`src/rtl/flag_cross_scheduler_pkg.sv`:
```
// ---------------------------------------------------------------------------
// flag_sched_pkg
// Shared types and constants for the flag-crossing scheduler.
//   flag_sched_state_e : scheduler FSM states (IDLE, ISSUE, HOLD)
//   DROP_MAX           : saturation value of the dropped-request counter
// ---------------------------------------------------------------------------
package flag_sched_pkg;

   typedef enum logic [1:0] {
      IDLE  = 2'd0,
      ISSUE = 2'd1,
      HOLD  = 2'd2
   } flag_sched_state_e;

   localparam logic [7:0] DROP_MAX = 8'hFF;

endpackage

```
`src/rtl/flag_cross_scheduler_rr_pick.sv`:
```
// ---------------------------------------------------------------------------
// rr_pick
// Combinational round-robin picker. Searches the pending vector starting one
// position after the last winner, wrapping around, and reports the first set
// bit.
//   pending [NUM_REQ-1:0] in  : candidate requesters
//   last    [ID_W-1:0]    in  : index of the previous winner
//   valid                 out : at least one candidate is pending
//   index   [ID_W-1:0]    out : winning requester (0 when valid is low)
// ---------------------------------------------------------------------------
module rr_pick
   import flag_sched_pkg::*;
#(
   parameter int  NUM_REQ = 4,
   localparam int ID_W    = $clog2(NUM_REQ)
) (
   input  logic [NUM_REQ-1:0] pending,
   input  logic [ID_W-1:0]    last,
   output logic               valid,
   output logic [ID_W-1:0]    index
);

   // Walk the offsets from farthest to nearest so that the nearest pending
   // requester after 'last' is the one left standing when the loop ends.
   always_comb begin
      logic [ID_W-1:0] cand;
      cand  = '0;
      valid = 1'b0;
      index = '0;
      for (int off = NUM_REQ; off >= 1; off--) begin
         cand = ID_W'((int'(last) + off) % NUM_REQ);
         if (pending[cand]) begin
            valid = 1'b1;
            index = cand;
         end
      end
   end

endmodule

```
`src/rtl/flag_cross_scheduler.sv`:
```
// ---------------------------------------------------------------------------
// flag_cross_scheduler
// Source-domain scheduler sharing one single-bit flag crossing among NUM_REQ
// requesters. One-clock request pulses are latched as pending bits, granted
// round-robin, and issued as one-clock flag_out pulses spaced at least GAP
// clocks apart. id_out names the granted requester and is held until the
// next grant so the destination can sample it after the crossed flag.
//
// Optional feature macro: FLAG_SCHED_ACK_EN
//   When defined, an ack_in port exists and HOLD additionally waits for a
//   completion pulse from the destination before the next grant.
//
// Ports:
//   clk         in  : source-domain clock
//   reset       in  : asynchronous active-high reset
//   req         in  : one-clock request pulses, one bit per requester
//   ack_in      in  : synchronized completion pulse (FLAG_SCHED_ACK_EN only)
//   flag_out    out : one-clock pulse into the flag crossing
//   id_out      out : index of the last granted requester
//   pending     out : latched, not-yet-granted requests
//   busy        out : high while in ISSUE or HOLD
//   drop_count  out : saturating count of cycles in which a request was lost
// ---------------------------------------------------------------------------
module flag_cross_scheduler
   import flag_sched_pkg::*;
#(
   parameter int  NUM_REQ = 4,
   parameter int  GAP     = 8,
   localparam int ID_W    = $clog2(NUM_REQ)
) (
   input  logic               clk,
   input  logic               reset,
   input  logic [NUM_REQ-1:0] req,
`ifdef FLAG_SCHED_ACK_EN
   input  logic               ack_in,
`endif
   output logic               flag_out,
   output logic [ID_W-1:0]    id_out,
   output logic [NUM_REQ-1:0] pending,
   output logic               busy,
   output logic [7:0]         drop_count
);

   flag_sched_state_e state;
   flag_sched_state_e state_next;

   logic [ID_W-1:0]    last_grant;
   logic [7:0]         gap_cnt;
   logic               pick_valid;
   logic [ID_W-1:0]    pick_index;
   logic               grant;
   logic [NUM_REQ-1:0] grant_mask;
   logic               hold_done;
   logic               drop_any;

   rr_pick #(
      .NUM_REQ (NUM_REQ)
   ) u_rr_pick (
      .pending (pending),
      .last    (last_grant),
      .valid   (pick_valid),
      .index   (pick_index)
   );

`ifdef FLAG_SCHED_ACK_EN
   logic ack_seen;

   // Sticky record that the destination acknowledged the current flag; it is
   // cleared by the grant that starts the next ISSUE so each flag needs its
   // own acknowledgement.
   always_ff @(posedge clk or posedge reset) begin
      if (reset) begin
         ack_seen <= 1'b0;
      end else if (grant) begin
         ack_seen <= 1'b0;
      end else if (state == HOLD && ack_in) begin
         ack_seen <= 1'b1;
      end
   end

   assign hold_done = (gap_cnt == 8'd0) && ack_seen;
`else
   assign hold_done = (gap_cnt == 8'd0);
`endif

   // Next-state and grant decision. The last HOLD cycle may grant directly so
   // that consecutive ISSUE cycles are exactly GAP clocks apart under load;
   // without pending work HOLD falls back to IDLE.
   always_comb begin
      state_next = state;
      grant      = 1'b0;
      case (state)
         IDLE: begin
            if (pick_valid) begin
               grant      = 1'b1;
               state_next = ISSUE;
            end
         end
         ISSUE: begin
            state_next = HOLD;
         end
         HOLD: begin
            if (hold_done) begin
               if (pick_valid) begin
                  grant      = 1'b1;
                  state_next = ISSUE;
               end else begin
                  state_next = IDLE;
               end
            end
         end
         default: begin
            state_next = IDLE;
         end
      endcase
   end

   // One-hot of the requester being granted this cycle, and detection of a
   // request that collides with a bit that stays pending.
   always_comb begin
      grant_mask = '0;
      if (grant) begin
         grant_mask[pick_index] = 1'b1;
      end
      drop_any = |(req & pending & ~grant_mask);
   end

   // State register plus registered flag/busy/id outputs. flag_out and busy
   // are loaded from the next state so they are clean flop outputs aligned
   // with the state they describe.
   always_ff @(posedge clk or posedge reset) begin
      if (reset) begin
         state      <= IDLE;
         flag_out   <= 1'b0;
         busy       <= 1'b0;
         id_out     <= '0;
         last_grant <= ID_W'(NUM_REQ - 1);
      end else begin
         state    <= state_next;
         flag_out <= (state_next == ISSUE);
         busy     <= (state_next != IDLE);
         if (grant) begin
            id_out     <= pick_index;
            last_grant <= pick_index;
         end
      end
   end

   // Gap counter: loaded while leaving ISSUE so HOLD starts at GAP-2 and
   // reaches zero in the final HOLD cycle of the spacing window.
   always_ff @(posedge clk or posedge reset) begin
      if (reset) begin
         gap_cnt <= '0;
      end else if (state == ISSUE) begin
         gap_cnt <= 8'(GAP - 2);
      end else if (state == HOLD && gap_cnt != 8'd0) begin
         gap_cnt <= gap_cnt - 8'd1;
      end
   end

   // Pending bits: the winner is cleared on its grant edge, while a request
   // arriving in that same cycle is re-latched so it is not lost. Any
   // collision with a bit that stays pending counts once per cycle.
   always_ff @(posedge clk or posedge reset) begin
      if (reset) begin
         pending    <= '0;
         drop_count <= '0;
      end else begin
         pending <= (pending & ~grant_mask) | req;
         if (drop_any && drop_count != DROP_MAX) begin
            drop_count <= drop_count + 8'd1;
         end
      end
   end

endmodule

```
`config.mk`:
```
export PLATFORM = sky130hd
export DESIGN_NAME = flag_cross_scheduler
export DESIGN_NICKNAME = d
export VERILOG_FILES = /design/src/rtl/flag_cross_scheduler_pkg.sv /design/src/rtl/flag_cross_scheduler_rr_pick.sv /design/src/rtl/flag_cross_scheduler.sv
export SDC_FILE = /design/constraint.sdc
export NUM_CORES = 1
export LEC_CHECK = 0
export ABC_AREA = 1
export BUFFER_PORTS_ARGS = -buffer_cell sky130_fd_sc_hd__clkbuf_2
export CORE_ASPECT_RATIO = 0.8
export CORE_MARGIN = 5
export CORE_UTILIZATION = 60
export CTS_CLUSTER_DIAMETER = 60
export DETAILED_ROUTE_END_ITERATION = 6
export HOLD_SLACK_MARGIN = 0.12
export PLACE_DENSITY = 0.83
export SLEW_MARGIN = 0
export SYNTH_ARGS = -nofsm -noshare
export SYNTH_HDL_FRONTEND = slang
export SYNTH_SLANG_ARGS = --single-unit
```
`constraint.sdc`:
```
create_clock -name clk -period 3.19 [get_ports clk]
set_input_delay 0.4785 -clock clk [delete_from_list [all_inputs] [get_ports clk]]
set_output_delay 0.4785 -clock clk [all_outputs]
set_load 0.005 [all_outputs]
```
==> results of run 1 <==
## cell families after synthesis
group           after synthesis  synth area share (%)
xor+xnor                      6                  3.33
fa+ha+maj                     3                  2.38
buf+inv                      28                  7.30
simple gates                122                  34.5
flops                        28                  44.6
compound gates               19                  7.93
## metal layers
| metal | vias up | GRT usage, % |
|---|---|---|
| li1 | 691 | - |
| met1 | 645 | 26.5 |
| met2 | 60 | 31.0 |
| met3 | 6 | 5.25 |
| met4 | 0 | 5.78 |
| met5 | - | 0 |
## cells in the final DEF (no fill, tap or decap)
| cell type | n |
|---|---|
| sky130_fd_sc_hd__o21a_1 | 1 |
| sky130_fd_sc_hd__nor3b_1 | 1 |
| sky130_fd_sc_hd__nor3_1 | 2 |
| sky130_fd_sc_hd__nor2_1 | 16 |
| sky130_fd_sc_hd__nor2_4 | 2 |
| sky130_fd_sc_hd__xnor2_1 | 3 |
| sky130_fd_sc_hd__inv_4 | 1 |
| sky130_fd_sc_hd__bufinv_16 | 1 |
| sky130_fd_sc_hd__nand2_1 | 70 |
| sky130_fd_sc_hd__nand4_1 | 3 |
| sky130_fd_sc_hd__or2_2 | 2 |
| sky130_fd_sc_hd__nand2_2 | 8 |
| sky130_fd_sc_hd__clkbuf_4 | 3 |
| sky130_fd_sc_hd__o21ai_2 | 1 |
| sky130_fd_sc_hd__dfrtp_1 | 26 |
| sky130_fd_sc_hd__o21ai_0 | 5 |
| sky130_fd_sc_hd__dfstp_2 | 2 |
| sky130_fd_sc_hd__nand3_1 | 16 |
| sky130_fd_sc_hd__inv_2 | 2 |
| sky130_fd_sc_hd__ha_1 | 3 |
| sky130_fd_sc_hd__a21oi_1 | 6 |
| sky130_fd_sc_hd__xor2_1 | 3 |
| sky130_fd_sc_hd__o21bai_1 | 2 |
| sky130_fd_sc_hd__inv_1 | 24 |
| sky130_fd_sc_hd__clkbuf_2 | 21 |
| sky130_fd_sc_hd__o21ai_4 | 1 |
| sky130_fd_sc_hd__nand3_2 | 1 |
| sky130_fd_sc_hd__a21o_1 | 3 |
| sky130_fd_sc_hd__nor3_2 | 1 |
## where the power goes
| group | internal [uW] | switching, uW | total, uW |
|---|---|---|---|
| sequential | 448 | 115 | 564 |
| combinational | 236 | 385 | 620 |
| clock | 127 | 107 | 234 |
| total | 811 | 607 | 1420 |
## path summary, 6_finish.rpt
path,from,end,cells past startpoint
max reg2reg,last_grant[0],drop_count[4],14
max,last_grant[0],drop_count[4],14
max in group asynchronous,reset,pending[3],2
min in group asynchronous,reset,gap_cnt[3],2
min,req[0],pending[0],2
min reg2reg,id_out[0],id_out[0],2
## registers in the layout, indices dropped and copies added (netlist names)
name        flops
state           2
gap_cnt         8
pending         4
busy            1
drop_count      8
last_grant      2
flag_out        1
id_out          2
## through the flow
stage	hold WS, ps	setup WS (ps)	area (um2)	utilization, %
3_3_place_gp	477	1150	1720	69.2
3_5_place_dp	476	1110	1720	69.2
5_1_grt	314	783	1770	71.3
2_1_floorplan	474	1350	1580	-
6_report	332	1020	1770	71.3
4_1_cts	327	1050	1770	71.3
## critical path: stages (launching register included)
cell and delay, ps:
sky130_fd_sc_hd__dfstp_2 680, sky130_fd_sc_hd__inv_4 70, sky130_fd_sc_hd__nand2_1 80, sky130_fd_sc_hd__nand2_2 80
sky130_fd_sc_hd__nand2_1 120, sky130_fd_sc_hd__nand2_1 80, sky130_fd_sc_hd__inv_2 50, sky130_fd_sc_hd__nand2_1 50
sky130_fd_sc_hd__nand2_1 100, sky130_fd_sc_hd__nand3_2 120, sky130_fd_sc_hd__o21bai_1 140, sky130_fd_sc_hd__nand2_1 120
sky130_fd_sc_hd__o21ai_4 240, sky130_fd_sc_hd__nand2_1 90, sky130_fd_sc_hd__nand2_1 80
## final cells by class
cell class,count,share of cell area (%)
multi-input cells,150,42.9
flip-flops and latches,28,39.7
repair buffers,21,5.94
inverters,27,5.87
well taps,36,2.55
clock inverters,1,1.70
clock buffers,3,1.27
==> impl_metrics.ini, run 1 <==
[status]
run_status = finished clean

[sta]
setup_tns_ps = 0
hold_viol_final = 0
slew-limit-headroom_pct = 29.2
final_setup_violation_count = 0
fmax_mhz = 461
slew_worst_pin_ps = 1060
clock_skew_ps = 7.84
fin_crit_ps = 2170
final_min_period_over_clock_period_pct = 68.0
rsz_0062_raised_after_global_routing = no
finalMaxSlewViolations = 0

[logic_synthesis]
yosys_warnings = 0
syn_area_per_cell_um2 = 7.66
synth_largest_type_area_fraction_pct = 41.2
synth-async-reset-ratio_pct = 100
post_synth_main_area_contributors = sky130_fd_sc_hd__dfrtp_1 41%, sky130_fd_sc_hd__nand2_1 17%, sky130_fd_sc_hd__inv_1 5.7%, sky130_fd_sc_hd__nand3_1 5.1%, sky130_fd_sc_hd__nor2_1 3.8%
synth_ff_type = sky130_fd_sc_hd__dfrtp_1
postSynthNetCount = 215
synthMostInstantiatedCell = sky130_fd_sc_hd__nand2_1
synth_top_cell_by_area = sky130_fd_sc_hd__dfrtp_1
synth_seq_area_share_pct = 44.6
synth_enable_flop_cells = 0
syn_inst = 206
synth_area_um2 = 1580
yosys_register_bits = 28
netlist_top_cells_count = 70 x sky130_fd_sc_hd__nand2_1, 26 x sky130_fd_sc_hd__dfrtp_1, 24 x sky130_fd_sc_hd__inv_1
post_synth_num_cell_types = 27

[power_and_ir_drop]
total_power_uw = 1420
power_density_nw_per_um2 = 802
static-leakage-power_uw = 0.000994
vdd_drop_max_mv = 0.508

[routing]
postRouteAntennaNets = 0
wl_met3_um = 202
routed_wirelength_normalized_by_instance_count_um = 12.3
drt_first_pass_iters = 4
top_layer_used = met4
remaining_drc_errors = 0
vias_per_cell = 5.27
detailedRoute.firstIterationViolations = 145
route.layer.met1.wl_um = 1490
finalWirelength_um = 3270
met2WireLength_um = 1550
vias = 1402

[global_route]
antenna_found_initial = 0
pin_count_of_the_biggest_net_entering_global_routing = 29
total_global_routing_overflow = 0
grt_usage_pct = 19.8
grt_pass1_vias = 1366
wire_length_of_the_first_global_routing_pass_um = 5840

[placed_design]
place.gp.congestion = 0.902
buffer_ports.inserted = 21
dp_hpwl_um = 2430
placed_cells = 262

[cts]
clockBufferDepth = 2
cts_resized = 0
cts_num_sinks = 28
clk-insertion-delay-late_ps = 330
cts.root.buffer_cell = sky130_fd_sc_hd__clkbuf_4
cts_hold_buffers = 0
post_cts_buffers = 0
htreeDepth = 1
clk_transition_reported_paths_ps = 150
tritoncts_clock_tree = done
cts_made_buffers = 3

[floorplanning]
core.rowCount = 16
die_height_um = 55.9
die_area_um2 = 3760
die_width_um = 67.3
starting_density_pct = 63.6
ios = 22
core_region_um2 = 2480

[final_layout]
layout.cells.non_filler = 266
area_growth_pct = 12.1
seq_area_um2 = 703
drive_above_1_share_pct = 20.0
multiInputGateArea_um2 = 759
num-nets-final = 240
antenna_cells_inserted = 0
fillCellCount = 224

[worst_setup_path]
critical_path_class = reg2reg
cp.arrival_ps = 2450
worst-path-max-fanout = 10
ff_to_ff_setup_slack_ps = 1020
critical_path.endpoint_type = flop
required_time_worst_endpoint_ps = 3480
setup.worst_path.start_class = flop

[job]
max_cap_viol_count = 0

[worst_hold_path]
worstHoldPathType = in2reg
Note: power is estimated with default switching activity, not from simulation.
==> inputs of run 2 (changes only) <==
--- a/config.mk
+++ b/config.mk
@@ -5,15 +5,15 @@
 export SDC_FILE = /design/constraint.sdc
 export NUM_CORES = 1
 export LEC_CHECK = 0
-export ABC_AREA = 1
+export ABC_AREA = 0
 export BUFFER_PORTS_ARGS = -buffer_cell sky130_fd_sc_hd__clkbuf_2
 export CORE_ASPECT_RATIO = 0.8
 export CORE_MARGIN = 5
-export CORE_UTILIZATION = 60
+export CORE_UTILIZATION = 50
 export CTS_CLUSTER_DIAMETER = 60
 export DETAILED_ROUTE_END_ITERATION = 6
 export HOLD_SLACK_MARGIN = 0.12
-export PLACE_DENSITY = 0.83
+export PLACE_DENSITY = 0.74
 export SLEW_MARGIN = 0
 export SYNTH_ARGS = -nofsm -noshare
 export SYNTH_HDL_FRONTEND = slang
==> constraint.sdc (replaced) <==
create_clock -name clk -period 1.7 [get_ports clk]
set_input_delay 0.255 -clock clk [delete_from_list [all_inputs] [get_ports clk]]
set_output_delay 0.255 -clock clk [all_outputs]
set_load 0.005 [all_outputs]
==> run 2 against run 1 <==
Compared with the run above:
- die area rose by 9.1%
- largest cell class unchanged
- sequential share of layout area fell by 7.5 points
- count of clock-buffer cells in the layout rose by 1
- highest routed layer unchanged
- global-route usage rose by 0.22 points
- the flow now finishes with violations (setup timing)
- clock power rose by 56%
- critical path depth fell by 6
==> impl_metrics.ini, run 2 <==
[sta]
fmax_mhz = 416
slew-limit-headroom_pct = 66.1
finalMaxSlewViolations = 0
slew_worst_pin_ps = 503
final_min_period_over_clock_period_pct = 141
hold_viol_final = 0
clock_skew_ps = 2.88
final_setup_violation_count = 28
rsz_0062_raised_after_global_routing = yes
fin_ws_ps = -703
fin_crit_ps = 2400

[logic_synthesis]
synth_enable_flop_cells = 0
netlist_top_cells_count = 26 x sky130_fd_sc_hd__dfrtp_1, 10 x sky130_fd_sc_hd__nor2_1, 9 x sky130_fd_sc_hd__nand2_1
synthMostInstantiatedCell = sky130_fd_sc_hd__dfrtp_1
post_synth_num_cell_types = 43
synth_ff_type = sky130_fd_sc_hd__dfrtp_1
synth_largest_type_area_fraction_pct = 44.6
yosys_warnings = 0
post_synth_main_area_contributors = sky130_fd_sc_hd__dfrtp_1 45%, sky130_fd_sc_hd__xor2_1 4.2%, sky130_fd_sc_hd__dfstp_2 3.6%, sky130_fd_sc_hd__a21oi_1 2.7%, sky130_fd_sc_hd__nand3_1 2.7%
syn_inst = 134
yosys_register_bits = 28
synth-async-reset-ratio_pct = 100
postSynthNetCount = 143
syn_area_per_cell_um2 = 10.9
synth_top_cell_by_area = sky130_fd_sc_hd__dfrtp_1
synth_seq_area_share_pct = 48.2
synth_area_um2 = 1460

[routing]
met2WireLength_um = 1980
top_layer_used = met4
finalWirelength_um = 4090
route.layer.met1.wl_um = 1780
routed_wirelength_normalized_by_instance_count_um = 16.6
remaining_drc_errors = 0
drt_first_pass_iters = 4
wl_met3_um = 226
vias = 1361
postRouteAntennaNets = 0
detailedRoute.firstIterationViolations = 89
vias_per_cell = 5.53

[global_route]
total_global_routing_overflow = 0
antenna_found_initial = 0
grt_pass1_vias = 1390
pin_count_of_the_biggest_net_entering_global_routing = 29
wire_length_of_the_first_global_routing_pass_um = 6550
grt_usage_pct = 20.0

[power_and_ir_drop]
total_power_uw = 2660
power_density_nw_per_um2 = 1220
pwr-share-clk_pct = 13.7
power_frac_comb_pct = 49.4
vdd_drop_max_mv = 1.05
static-leakage-power_uw = 0.00106
power_frac_seq_pct = 36.9
switching_share_pct = 36.2
total_switching_power_uw = 961
internal-power_uw = 1700

[worst_setup_path]
slowest_stage = sky130_fd_sc_hd__or4_4
crit_path_cell_trace = or4_4 > o41ai_4 > o2111a_2 > and2b_1 > buf_4 > a22o_1 > a21oi_1 > mux2_2
setup.worst_path.start_class = flop
worst_path_dominant_cell_family = compound AO/OA/AOI/OAI gates
critical_path_class = reg2reg
worst-path-max-fanout = 3
worst_path_largest_cell_delay_ps = 540
required_time_worst_endpoint_ps = 1860
critical_path.endpoint_type = flop
cp.arrival_ps = 2560
buf_inv_on_cp = 1

[worst_hold_path]
worstHoldPathType = in2reg

[final_layout]
stdcell_area_um2 = 2180
layout.cells.most_common = sky130_fd_sc_hd__buf_4
reg_top3 = drop_count x8, gap_cnt x8, pending x4
leading_cell_types_in_the_layout_fill_and_taps_excluded = 43 x sky130_fd_sc_hd__buf_4, 26 x sky130_fd_sc_hd__dfrtp_1, 21 x sky130_fd_sc_hd__clkbuf_2
drive_above_1_share_pct = 53.8
fillCellCount = 168
num-nets-final = 218
area_growth_pct = 49.3
antenna_cells_inserted = 0

[cts]
cts.root.buffer_cell = sky130_fd_sc_hd__clkbuf_8
cts_num_sinks = 28
tritoncts_clock_tree = done
clk_transition_reported_paths_ps = 90
htreeDepth = 1
cts_made_buffers = 3
clockBufferDepth = 2
clk-insertion-delay-late_ps = 270

[placed_design]
dp_hpwl_um = 2520
detailed_place.area_um2 = 1890
place.gp.congestion = 0.794
buffer_ports.inserted = 21

[floorplanning]
ios = 22
die_width_um = 70.4
starting_density_pct = 52.4
core.rowCount = 17
core_region_um2 = 2790
die_area_um2 = 4100
die_height_um = 58.3

[job]
max_cap_viol_count = 0

[status]
failed_checks = setup timing
run_status = finished with violations
==> run 2: stage by stage <==
step	worst slack (ps)	util [%]	setup TNS, ps	hold WS [ps]	std cells
3_3_place_gp	-623	67.9	-7750	307	229
5_1_grt	-782	78.2	-12290	169	246
3_5_place_dp	-671	67.9	-8930	317	229
4_1_cts	-651	75.2	-9120	170	241
2_1_floorplan	-696	-	-6990	319	134
6_report	-703	78.2	-10570	170	246
==> run 2: power groups by stage <==
stage | Combinational [uW] | Sequential (uW) | Clock, uW
after floorplan | 524 | 1050 | 0
after global placement | 1150 | 978 | 0
after detailed placement | 1180 | 990 | 0
after CTS | 1230 | 980 | 376
after global routing | 1410 | 1010 | 403
final | 1310 | 980 | 365
==> run 2: worst paths after layout <==
path	endpoint	slack [ps]	from	depth (start not counted)
worst max-delay path	drop_count[6]	-700	gap_cnt[3]	8
worst min-delay path	pending[2]	170	req[2]	2
worst max register to register	drop_count[6]	-700	gap_cnt[3]	8
worst min register to register	id_out[1]	540	id_out[1]	1
max in group asynchronous	last_grant[0]	840	reset	4
min in group asynchronous	drop_count[3]	560	reset	4
==> run 2: layer usage <==
metal  GRT usage [%]  vias up
met3            5.63       13
li1                -      627
met1            25.3      671
met2            33.9       50
met4            5.74        0
met5               0        -
==> run 2: final cells by class <==
type	instances	area (um2)	share of cell area, %
Clock buffer	4	45.0	2.07
Inverter	5	18.8	0.862
Multi-Input combinational cell	100	858	39.4
Sequential cell	28	703	32.3
Tap cell	38	47.5	2.18
Timing Repair Buffer	71	505	23.2
==> run 2: kinds of logic after synthesis <==
kind of cell	share of synthesized area [%]
compound gates	17.0
xor+xnor	6.00
fa+ha+maj	2.57
buf+inv	2.06
flops	48.2
mux	4.72
simple gates	19.5
==> run 2: worst register-to-register path: cells and delay by family (launching register included) <==
family                 cells  cell delay [ps]
buffers and inverters      1              130
AND/OR/NAND/NOR            2              710
flip-flops                 1              420
AO/OA/AOI/OAI              4              760
multiplexers               1              280
==> run 2: repair_timing <==
action,CTS,global route
setup buffers,7,8
endpoints found under the hold margin,26,0
hold buffers,1,0
setup endpoints to repair,27,28
pin swaps,9,11
resized for setup,25,13
==> inputs of run 3 (changes only) <==
--- a/config.mk
+++ b/config.mk
@@ -8,7 +8,7 @@
 export ABC_AREA = 0
 export BUFFER_PORTS_ARGS = -buffer_cell sky130_fd_sc_hd__clkbuf_2
 export CORE_ASPECT_RATIO = 0.8
-export CORE_MARGIN = 5
+export CORE_MARGIN = 3
 export CORE_UTILIZATION = 50
 export CTS_CLUSTER_DIAMETER = 60
 export DETAILED_ROUTE_END_ITERATION = 6
@@ -17,4 +17,5 @@
 export SLEW_MARGIN = 0
 export SYNTH_ARGS = -nofsm -noshare
 export SYNTH_HDL_FRONTEND = slang
+export SYNTH_HIERARCHICAL = 1
 export SYNTH_SLANG_ARGS = --single-unit
==> run 3 against run 2 <==
Compared with the run above:
- the run still ends with setup timing left
- synthesized cell count up 9.0%
- critical endpoint is now drop_count[1]
- clock skew is 15 ps higher
- worst hold slack worse by 36 ps
==> impl_metrics.ini, run 3 <==
[global_route]
total_global_routing_overflow = 0
grt_usage_pct = 23.4
wire_length_of_the_first_global_routing_pass_um = 6290
pin_count_of_the_biggest_net_entering_global_routing = 29
grt_pass1_vias = 1401
antenna_found_initial = 0

[placed_design]
placed_cells = 232
dp_hpwl_um = 2470
buffer_ports.inserted = 21
place.gp.congestion = 0.889

[sta]
rsz_0062_raised_after_global_routing = yes
fin_ws_ps = -684
finalMaxSlewViolations = 0
hold_viol_final = 0
setup_tns_ps = -9970
slew-limit-headroom_pct = 57.4
slew_worst_pin_ps = 635
final_min_period_over_clock_period_pct = 140
fin_crit_ps = 2380
final_setup_violation_count = 28
fmax_mhz = 419
clock_skew_ps = 18.2

[logic_synthesis]
synth_ff_type = sky130_fd_sc_hd__dfrtp_1
syn_inst = 146
post_synth_num_cell_types = 44
synth_enable_flop_cells = 0
synth_largest_type_area_fraction_pct = 44.8
synth-async-reset-ratio_pct = 100
synthMostInstantiatedCell = sky130_fd_sc_hd__dfrtp_1
netlist_top_cells_count = 26 x sky130_fd_sc_hd__dfrtp_1, 19 x sky130_fd_sc_hd__nand2_1, 10 x sky130_fd_sc_hd__nor2_1
synth_area_um2 = 1450
post_synth_main_area_contributors = sky130_fd_sc_hd__dfrtp_1 45%, sky130_fd_sc_hd__nand2_1 4.9%, sky130_fd_sc_hd__dfstp_2 3.6%, sky130_fd_sc_hd__xnor2_1 3.0%, sky130_fd_sc_hd__ha_1 2.6%
syn_area_per_cell_um2 = 9.95
postSynthNetCount = 155
yosys_warnings = 6
synth_seq_area_share_pct = 48.4
synth_top_cell_by_area = sky130_fd_sc_hd__dfrtp_1
yosys_register_bits = 28

[power_and_ir_drop]
pwr-share-clk_pct = 12.4
power_frac_seq_pct = 38.6
power_frac_comb_pct = 49.0
internal-power_uw = 1660
power_density_nw_per_um2 = 1250
switching_share_pct = 39.9
vdd_drop_max_mv = 0.926
total_switching_power_uw = 1100
static-leakage-power_uw = 0.00105

[floorplanning]
starting_density_pct = 55.8
ios = 22
die_height_um = 54.2
die_area_um2 = 3590
die_width_um = 66.3
core.rowCount = 16
core_region_um2 = 2600

[status]
run_status = finished with violations
failed_checks = setup timing

[routing]
finalWirelength_um = 4780
vias = 1499
postRouteAntennaNets = 0
vias_per_cell = 5.95
drt_first_pass_iters = 5
detailedRoute.firstIterationViolations = 204
remaining_drc_errors = 0
routed_wirelength_normalized_by_instance_count_um = 19.0

[cts]
htreeDepth = 1
clk-insertion-delay-late_ps = 350
cts_made_buffers = 3
clk_transition_reported_paths_ps = 170
cts_num_sinks = 28
clockBufferDepth = 2
cts.root.buffer_cell = sky130_fd_sc_hd__clkbuf_4
tritoncts_clock_tree = done

[worst_setup_path]
cp.arrival_ps = 2620
critical_path.endpoint_type = flop
worst-path-max-fanout = 6
worst_path_largest_cell_delay_ps = 650
setup.worst_path.start_class = flop
slowest_stage = sky130_fd_sc_hd__dfstp_2
required_time_worst_endpoint_ps = 1940
crit_path_cell_trace = mux2i_4 > o221ai_4 > nand3b_1 > and4b_2 > a211oi_4 > nor2_2 > mux2_4
critical_path_class = reg2reg

[final_layout]
layout.cells.non_filler = 252
area_growth_pct = 52.7
num-nets-final = 226
layout.cells.most_common = sky130_fd_sc_hd__buf_4
leading_cell_types_in_the_layout_fill_and_taps_excluded = 36 x sky130_fd_sc_hd__buf_4, 25 x sky130_fd_sc_hd__dfrtp_1, 21 x sky130_fd_sc_hd__clkbuf_2
reg_top3 = drop_count x8, gap_cnt x8, pending x4
antenna_cells_inserted = 0
drive_above_1_share_pct = 53.7

[worst_hold_path]
worstHoldPathType = in2reg

[job]
max_cap_viol_count = 0
run 3: changes by cell type after synthesis, moves of 3 or more:
cell	delta
sky130_fd_sc_hd__nand2_1	+10
sky130_fd_sc_hd__o21ai_1	+6
sky130_fd_sc_hd__nand3b_1	+4
sky130_fd_sc_hd__xor2_1	-4
sky130_fd_sc_hd__mux2_1	+3
sky130_fd_sc_hd__or3_2	-3
run 3: per-stage QoR:
stage | instance area (um2) | util (%) | power, uW | hold WS, ps | setup WS [ps]
floorplan | 1490 | - | 1620 | 319 | -448
global placement | 1850 | 71.0 | 2030 | 312 | -455
detailed placement | 1850 | 71.0 | 2080 | 330 | -537
CTS | 1980 | 76.1 | 2480 | 128 | -540
global route | 2220 | 85.2 | 2890 | 132 | -708
finish | 2220 | 85.2 | 2760 | 134 | -684
run 3: logic make-up after synthesis:
group / synth area share, %
mux: 3.79
compound gates: 16.9
fa+ha+maj: 2.58
buf+inv: 2.67
xor+xnor: 4.82
simple gates: 20.8
flops: 48.4
run 3: final cells by class:
class | instances | area, um2
fillers | 133 | 384
well taps | 36 | 45.0
clock buffers | 4 | 36.3
multi-input cells | 109 | 911
inverters | 8 | 35.0
repair buffers | 67 | 487
flip-flops and latches | 28 | 704
run 3: path summary, 6_finish.rpt:
| check | cells past startpoint | start | to | slack [ps] |
|---|---|---|---|---|
| setup / recovery | 7 | last_grant[1] | drop_count[1] | -680 |
| hold / removal | 2 | req[0] | pending[0] | 130 |
| setup reg to reg | 7 | last_grant[1] | drop_count[1] | -680 |
| hold reg to reg | 1 | drop_count[4] | drop_count[4] | 510 |
| max in group asynchronous | 4 | reset | last_grant[1] | 930 |
| min in group asynchronous | 4 | reset | gap_cnt[7] | 470 |
run 3: worst max-delay path, delay by kind of cell (launching register included):
family             cells  cell delay, ps
and+or+nand+nor        3             550
DFF                    1             650
AOI/OAI and AO/OA      2             480
muxes                  2             600
run 3: power groups by stage:
stage / clock (uW) / combinational [uW] / sequential [uW]
floorplan: 0 / 551 / 1060
global placement: 0 / 1010 / 1020
detailed placement: 0 / 1040 / 1030
CTS: 335 / 1130 / 1010
global route: 360 / 1440 / 1090
finish: 343 / 1350 / 1070
run 3: what timing repair did:
| item | in CTS | in global routing |
|---|---|---|
| gates cloned | 1 | 0 |
| hold buffers | 1 | 0 |
| endpoints found under the setup margin | 28 | 28 |
| pin swaps | 11 | 21 |
| setup buffers | 4 | 11 |
| resized for setup | 12 | 44 |
| hold endpoints to repair | 26 | 0 |
run 3: layer usage:
layer | wire [um] | global-route usage (%) | up-vias | share of wire (%)
met5 | 0 | 0 | - | 0
li1 | - | - | 655 | -
met3 | 349 | 5.75 | 22 | 7.3
met4 | 190 | 6.76 | 0 | 4.0
met1 | 1900 | 28.6 | 723 | 40
met2 | 2340 | 41.7 | 99 | 49
